===== config.mk =====
export PLATFORM = sky130hd
export DESIGN_NAME = iir_decim_buffer
export DESIGN_NICKNAME = d
export VERILOG_FILES = /design/src/rtl/iir_pkg.sv /design/src/rtl/iir_sync_fifo.sv /design/src/rtl/iir_decim_buffer.sv
export SDC_FILE = /design/constraint.sdc
export NUM_CORES = 1
export LEC_CHECK = 0
export ABC_AREA = 1
export BUFFER_PORTS_ARGS = -buffer_cell sky130_fd_sc_hd__buf_2
export CORE_ASPECT_RATIO = 0.7
export CORE_MARGIN = 2
export CORE_UTILIZATION = 30
export DETAILED_ROUTE_END_ITERATION = 7
export GPL_TIMING_DRIVEN = 0
export MAX_ROUTING_LAYER = met4
export SYNTH_ARGS = -nofsm -noshare
export SYNTH_HDL_FRONTEND = slang
export SYNTH_HIERARCHICAL = 1
export SYNTH_SLANG_ARGS = --single-unit

===== constraint.sdc =====
create_clock -name clk -period 6.1 [get_ports clk]
set_input_delay 1.22 -clock clk [delete_from_list [all_inputs] [get_ports clk]]
set_output_delay 1.22 -clock clk [all_outputs]
set_load 0.03 [all_outputs]

===== src/rtl/iir_pkg.sv =====
// iir_pkg: shared defaults, parameter limits and a clog2 helper for the decimating buffer
package iir_pkg;
  localparam int DATA_W_DEF = 16;
  localparam int DECIM_MAX = 64;
  localparam int DEPTH_MAX = 64;
  function automatic int clog2(input int v);
    int r;
    r = 0;
    while ((1 << r) < v) r++;
    return r;
  endfunction
endpackage


===== src/rtl/iir_sync_fifo.sv =====
// iir_sync_fifo: first-word-fall-through synchronous FIFO; a push into a full FIFO is accepted only alongside a pop
module iir_sync_fifo
  import iir_pkg::*;
#(
  parameter int W = DATA_W_DEF,
  parameter int DEPTH = 8
) (
  input  logic                   clk,
  input  logic                   rst,
  input  logic                   push,
  input  logic                   pop,
  input  logic [W-1:0]           wdata,
  output logic [W-1:0]           rdata,
  output logic                   full,
  output logic                   empty,
  output logic [clog2(DEPTH):0]  level
);
  localparam int AW = clog2(DEPTH);
  logic [W-1:0] mem [DEPTH];
  logic [AW-1:0] rd_ptr, wr_ptr;
  logic do_push, do_pop;
  always_comb begin
    empty = level == '0;
    full = level == (AW+1)'(DEPTH);
    do_pop = pop && !empty;
    do_push = push && (!full || do_pop);
    rdata = empty ? '0 : mem[rd_ptr];
  end
  always_ff @(posedge clk) begin
    if (rst) begin
      rd_ptr <= '0;
      wr_ptr <= '0;
      level <= '0;
    end else begin
      if (do_push) wr_ptr <= wr_ptr + 1'b1;
      if (do_pop) rd_ptr <= rd_ptr + 1'b1;
      level <= level + (AW+1)'(do_push) - (AW+1)'(do_pop);
    end
  end
  always_ff @(posedge clk) if (do_push) mem[wr_ptr] <= wdata;
endmodule


===== src/rtl/iir_decim_buffer.sv =====
// iir_decim_buffer: decimates IIR output by DECIM into a FWFT FIFO with sticky overflow.
// Define IIR_DECIM_AVG_EN to push the window average instead of the last window sample.
module iir_decim_buffer
  import iir_pkg::*;
#(
  parameter int DATA_W = DATA_W_DEF,
  parameter int DECIM = 4,
  parameter int DEPTH = 8
) (
  input  logic                      clk,
  input  logic                      rst,
  input  logic                      in_valid,
  input  logic signed [DATA_W-1:0]  in_data,
  input  logic                      out_ready,
  input  logic                      ovf_clr,
  output logic                      out_valid,
  output logic [DATA_W-1:0]         out_data,
  output logic [clog2(DEPTH):0]     level,
  output logic                      overflow
);
  localparam int PW = clog2(DECIM);
  logic [PW-1:0] phase;
  logic push, pop, full, empty, drop;
  logic [DATA_W-1:0] sample;
`ifdef IIR_DECIM_AVG_EN
  localparam int SW = DATA_W + PW;
  logic signed [SW-1:0] acc, sum;
  always_comb begin
    sum = (phase == '0 ? SW'(0) : acc) + SW'(in_data);
    sample = DATA_W'(sum >>> PW);
  end
  always_ff @(posedge clk) begin
    if (rst) acc <= '0;
    else if (in_valid) acc <= sum;
  end
`else
  assign sample = in_data;
`endif
  always_comb begin
    push = in_valid && phase == PW'(DECIM - 1);
    pop = out_valid && out_ready;
    drop = push && full && !pop;
    out_valid = !empty;
  end
  always_ff @(posedge clk) begin
    if (rst) begin
      phase <= '0;
      overflow <= 1'b0;
    end else begin
      if (in_valid) phase <= phase + 1'b1;
      overflow <= drop ? 1'b1 : ovf_clr ? 1'b0 : overflow;
    end
  end
  iir_sync_fifo #(.W(DATA_W), .DEPTH(DEPTH)) u_fifo (
    .clk(clk),
    .rst(rst),
    .push(push),
    .pop(pop),
    .wdata(sample),
    .rdata(out_data),
    .full(full),
    .empty(empty),
    .level(level)
  );
endmodule


# Word level (Yosys, flattened, before mapping)
# Memories as Yosys holds them, arrays and structs flattened. A register that Yosys moved wholly into a read port is not among the register bits.
# Index checks and enable logic that the tools add are counted.
# word_totals
reg_bits	13
mem_bits_rw	128
out_inout_bits	22
elab_cells	32
mem_count	1
# memory_table
name	words	word_bits	rd	rd_clocked_by_memory_dff	wr	line_no	rtl
u_fifo.mem	8	16	1	1	1	iir_sync_fifo.sv:19	logic [W-1:0] mem [DEPTH];
# op_classes
addsub	5
eq_ne	2
mux	7
n_reduce_logical	12
# ops
cell	n
$mux W16	1
$add A3 B1 Y3 const B	2
$logic_and A1 B1 Y1	6
$mux W3	2
$add A4 B1 Y4	1
$eq A4 B4 Y1 const B	1
$logic_not A4 Y1	1
$mux W1	4
$sub A4 B1 Y4	1
$logic_not A1 Y1	3
$add A2 B1 Y2 const B	1
$eq A2 B2 Y1 const B	1
$reduce_bool A2 Y1	1
$logic_or A1 B1 Y1	1

# Depth between registers and ports, before layout
# logic_depth
depth_word	8
ltp_mapped	19
ltp_nobuf	18

# Hierarchy
# The synthesis kept the hierarchy.
# modules_own_cells
module	n_inst	cells_per_inst	area_per_inst_um2	seq_area_each_um2
iir_sync_fifo	1	584	6050.8	4103.9
iir_decim_buffer	1	20	151.4	60.1

# Worst setup path after synthesis
# Ideal clock, no wire load.
# synth_timing
kind	register to register
startpoint	register u_fifo.level[2]
endpoint	memory u_fifo/mem[6][0] in the netlist's numbering, enable pin
setup_ps	409
arrival_ps	3032
t_required_ps	5691
path_slack_ps	2659
path_stages_with_launch	13
synth_period_minus_slack_ps	3441
cell_sequence	dfxtp_1 > inv_1 > ha_1 > nand2_4 > buf_2 > inv_1 > inv_1 > nand2_1 > inv_1 > nand2_4 > nand2_8 > nand2_1 > nor3_1
# synth_via
elab_chain_cells	8
word_cells_on_any_way	10
cone_classes	eq/ne: 1; mux: 2; reduce/logical: 7
# synth_lines
element	line_no	rtl
start, declared	iir_sync_fifo.sv:16	output logic [clog2(DEPTH):0] level
start signal, assigned	iir_sync_fifo.sv:37	level <= level + (AW+1)'(do_push) - (AW+1)'(do_pop);
$logic_not A4 Y1	iir_sync_fifo.sv:23	empty = level == '0;
via empty	iir_decim_buffer.sv:23	logic push, pop, full, empty, drop;
$logic_not A1 Y1	iir_decim_buffer.sv:43	out_valid = !empty;
via out_valid	iir_decim_buffer.sv:16	output logic out_valid,
$logic_and A1 B1 Y1	iir_decim_buffer.sv:41	pop = out_valid && out_ready;
via pop	iir_decim_buffer.sv:23	
$logic_and A1 B1 Y1	iir_sync_fifo.sv:25	do_pop = pop && !empty;
$logic_or A1 B1 Y1	iir_sync_fifo.sv:26	do_push = push && (!full || do_pop);
$logic_and A1 B1 Y1	iir_sync_fifo.sv:26	
$mux W1	iir_sync_fifo.sv:40	always_ff @(posedge clk) if (do_push) mem[wr_ptr] <= wdata;
$mux W1 (implied by the code)	iir_sync_fifo.sv:40	
end, declared	iir_sync_fifo.sv:19	
# The timed path passes the listed nets, and every way through them passes these cells.

==> out/summary.log <==
qor: setup_path.startpoint_type flop
qor: power.ir_drop 0.2060 mV
qor: clock_network.clock_tree.buffer_depth 2
qor: grt.global_route.usage.total 14.19%
qor: setup_path.worstReg2RegEnd u_fifo/mem[4][7]
qor: yosys.syn-num-nets 634
qor: clock_network.holdBufCountCts 0
qor: run.maxCapViolations 0
qor: final_layout.leading_cell_types_in_the_layout_fill_and_taps_excluded 172 x sky130_fd_sc_hd__nor2_1, 128 x sky130_fd_sc_hd__edfxtp_1, 115 x sky130_fd_sc_hd__nand2_1
qor: sta.timing.slew.headroom 43.46%
qor: power.cellInternalPower 2033 µW
qor: detailed_routing.ant_nets 0
qor: placed_design.io_buffer_count 42
qor: clock_network.cts_sink_cnt 144
qor: sta.rsz0062_at_grt false
qor: clock_network.cts-htree-levels 4
qor: clock_network.clkTransAtPathRegs 0.06 ns
qor: setup_path.critical_path_arrival 2.21 ns
qor: sta.final_period_minus_worst_setup_slack 3.428 ns
qor: worst_hold_path.hp_start overflow
qor: die.pin_count 43
qor: sta.final_max_slew_viol_count 0
qor: detailed_routing.vias 4,132
qor: clock_network.post_cts.resized_instances 0
qor: die.coreArea 20,010 µm²
qor: final_layout.syn2layout_area_growth 19.85%
qor: yosys.postSynthRegisterBits 144
qor: clock_network.worst_skew_pair.late_latency 0.42 ns
qor: clock_network.clockRootBuffer sky130_fd_sc_hd__clkbuf_16
qor: setup_path.worstPathCellList buf_6 -> inv_2 -> clkbuf_1 -> o21ai_0 -> nand2_1 -> nor2_1 -> nor2_1 -> buf_2
qor: sta.fin_skew 0.008658 ns
qor: detailed_routing.drt_iter0_drc 308
qor: setup_path.timing.critical_path.fanout_max 10
qor: yosys.netlist_area 6202 µm²
qor: final_layout.post_route_cells_drive_above_1_share 16.64%
qor: sta.period_share 56.20%
qor: clock_network.cts_tree yes
qor: clock_network.postCtsSetupRepairBufs 0
qor: detailed_routing.drtPass1Iterations 5
qor: grt.grt_overflow 0
qor: setup_path.cp_slowest_cell sky130_fd_sc_hd__clkbuf_1
qor: final_layout.antenna_cells 0
qor: yosys.synth-seq-area-share 67.14%
qor: worst_hold_path.hold_path_end overflow
qor: detailed_routing.wire_length_per_cell_after_detailed_routing 15.09 µm
qor: final_layout.leading_cell_type_in_the_layout_fill_and_taps_excluded sky130_fd_sc_hd__nor2_1
qor: clock_network.cts_made_buffers 17
qor: grt.grt_pass1_vias 3,821
qor: die.die_span_in_x 175.9 µm
qor: power.power.sequential.fraction 34.4%
qor: detailed_routing.wirelength 14,410 µm
qor: sta.timing_hold_violations_final 0
qor: power.swShare 37.53%
qor: yosys.ys_warn_count 6
qor: sta.timing.final.setup_violations 0
qor: yosys.netlist_instances 604
qor: die.dieHeight 124.3 µm
qor: grt.grt_start_max_net_pins 17
qor: detailed_routing.drc 0
qor: power.combinational_power_share 35.5%
qor: grt.antenna_found_initial 0
qor: setup_path.critPathCaptureType output port
qor: die.placement_rows 43
qor: die.initial_utilization 30.99%
qor: power.power_density 437.7 nW/µm²
qor: placed_design.gpl.final_weighted_congestion 0.7374
qor: die.die_area 21,860 µm²
qor: power.leakage 0.002959 µW
qor: setup_path.path_common_cell sky130_fd_sc_hd__nor2_1
qor: setup_path.crit_buf_inv 4
qor: power.power.clock.fraction 30.0%
qor: grt.grt_first_pass_wirelength 22,130 µm
qor: power.netSwitchingPower 1221 µW
qor: yosys.synthDistinctLibCells 28
qor: final_layout.nets 703
qor: sta.tightestPinTransition 0.8436 ns
qor: setup_path.crit-reg2reg-launch u_fifo/level[2]
qor: worst_hold_path.worstHoldPathCells 2
qor: setup_path.timing.reg2reg.setup_slack 3.12 ns
qor: setup_path.timing_worst_setup_path_type flop to output port
qor: setup_path.cp_top_family buffers and inverters
qor: setup_path.critical_path.max_stage_delay 0.46 ns
qor: yosys.syn_area_per_cell 10.27 µm²
qor: setup_path.timing.critical_path.required 4.88 ns
qor: setup_path.worst-r2r-cell-count 13
qor: sta.timing.setup.tns 0 ns
qor: detailed_routing.via_per_instance_ratio 4.327
qor: outcome.status complete, no violations
qor: placed_design.detailedPlacementHpwl 9860 µm
qor: sta.final.hold.worst_slack 0.4735 ns
qor: sta.fmaxAchievable 291.7 MHz
qor: worst_hold_path.min_path_type flop to flop
==> per-stage QoR <==
step           instances  util, %  setup slack [ns]  power [µW]  instance area, µm²
6_report             955    37.14             2.672        3254                7433
5_1_grt              955    37.14             2.569        3433                7433
4_1_cts              955    37.14             2.575        3283                7433
3_5_place_dp         924    34.38             2.968        2305                6882
3_3_place_gp         916    33.73             1.685        2301                6750
2_1_floorplan        604        -             2.659        1946                6202
==> cell usage after synthesis <==
master / n / area, µm²
sky130_fd_sc_hd__dfxtp_1: 16 / 320.3
sky130_fd_sc_hd__nand2_8: 1 / 20.02
sky130_fd_sc_hd__a21oi_1: 8 / 40.04
sky130_fd_sc_hd__nand2_1: 115 / 431.7
sky130_fd_sc_hd__buf_6: 3 / 33.78
sky130_fd_sc_hd__nand2_2: 1 / 6.260
sky130_fd_sc_hd__buf_2: 12 / 60.06
sky130_fd_sc_hd__nand3_1: 19 / 95.09
sky130_fd_sc_hd__nor3_1: 4 / 20.02
sky130_fd_sc_hd__o21ai_0: 27 / 135.1
sky130_fd_sc_hd__nand2_4: 2 / 22.52
sky130_fd_sc_hd__clkbuf_1: 5 / 18.77
sky130_fd_sc_hd__nor3b_4: 1 / 18.77
sky130_fd_sc_hd__buf_1: 1 / 3.750
sky130_fd_sc_hd__xnor2_1: 1 / 8.760
sky130_fd_sc_hd__fa_1: 1 / 20.02
sky130_fd_sc_hd__xor2_1: 1 / 8.760
sky130_fd_sc_hd__a211oi_1: 1 / 7.510
sky130_fd_sc_hd__inv_1: 55 / 206.5
sky130_fd_sc_hd__buf_4: 5 / 37.54
sky130_fd_sc_hd__nor2_1: 176 / 660.6
sky130_fd_sc_hd__o21ai_1: 8 / 40.04
sky130_fd_sc_hd__edfxtp_1: 128 / 3844
sky130_fd_sc_hd__inv_2: 1 / 3.750
sky130_fd_sc_hd__nand3_4: 1 / 17.52
sky130_fd_sc_hd__nor2_2: 2 / 12.51
sky130_fd_sc_hd__a21oi_2: 1 / 8.760
sky130_fd_sc_hd__ha_1: 8 / 100.1
==> worst min-delay path, cell delays in order, from the launching register on <==
cell,delay [ns]
sky130_fd_sc_hd__dfxtp_1,0.30
sky130_fd_sc_hd__nand2_1,0.08
sky130_fd_sc_hd__a21oi_2,0.05
==> flip-flops by register name, indices dropped and copies added (netlist names), named ones only <==
name,count
u_fifo/wr_ptr,3
u_fifo/rd_ptr,3
u_fifo/mem,128
phase,2
u_fifo/level,4
overflow,1
==> final cells by class <==
| type | count | area, µm² |
|---|---|---|
| Multi-Input combinational cell | 378 | 1704 |
| Buffer | 26 | 153.9 |
| Sequential cell | 144 | 4164 |
| Fill cell | 1985 | 12580 |
| Tap cell | 270 | 337.8 |
| Clock buffer | 19 | 432.9 |
| Inverter | 56 | 210.2 |
| Clock inverter | 12 | 118.9 |
| Timing Repair Buffer | 50 | 311.5 |
==> how the worst max path moves through the flow <==
stage	from	to	slack, ns	depth (start not counted)
2_1_floorplan	u_fifo/level[2]	u_fifo/mem[6][0]	2.66	12
3_3_place_gp	in_valid	u_fifo/mem[0][10]	1.69	6
3_5_place_dp	in_valid	u_fifo/mem[4][10]	2.97	7
4_1_cts	flop	out_data[4]	2.58	8
5_1_grt	flop	out_data[4]	2.57	8
6_report	flop	out_data[4]	2.67	8
==> metal layers <==
| layer | GRT usage (%) | up-vias | share of wire (%) |
|---|---|---|---|
| li1 | - | 2102 | - |
| met1 | 19.51 | 1908 | 48 |
| met2 | 20.52 | 108 | 45 |
| met3 | 3.266 | 14 | 5.7 |
| met4 | 5.153 | 0 | 1.6 |
| met5 | - | - | 0 |
==> cell families after synthesis <==
group,synth area share (%)
compound gates,3.732
xor+xnor,0.2825
fa+ha+maj,1.937
buf+inv,5.870
flops,67.14
simple gates,21.04
==> power by group through the flow <==
stage | Clock (µW) | Sequential [µW] | Combinational, µW
6_report | 977 | 1120 | 1160
5_1_grt | 1030 | 1120 | 1280
4_1_cts | 994 | 1120 | 1170
3_5_place_dp | 0 | 1140 | 1160
3_3_place_gp | 0 | 1140 | 1160
2_1_floorplan | 0 | 1160 | 789
Note: power is estimated with default switching activity, not from simulation.
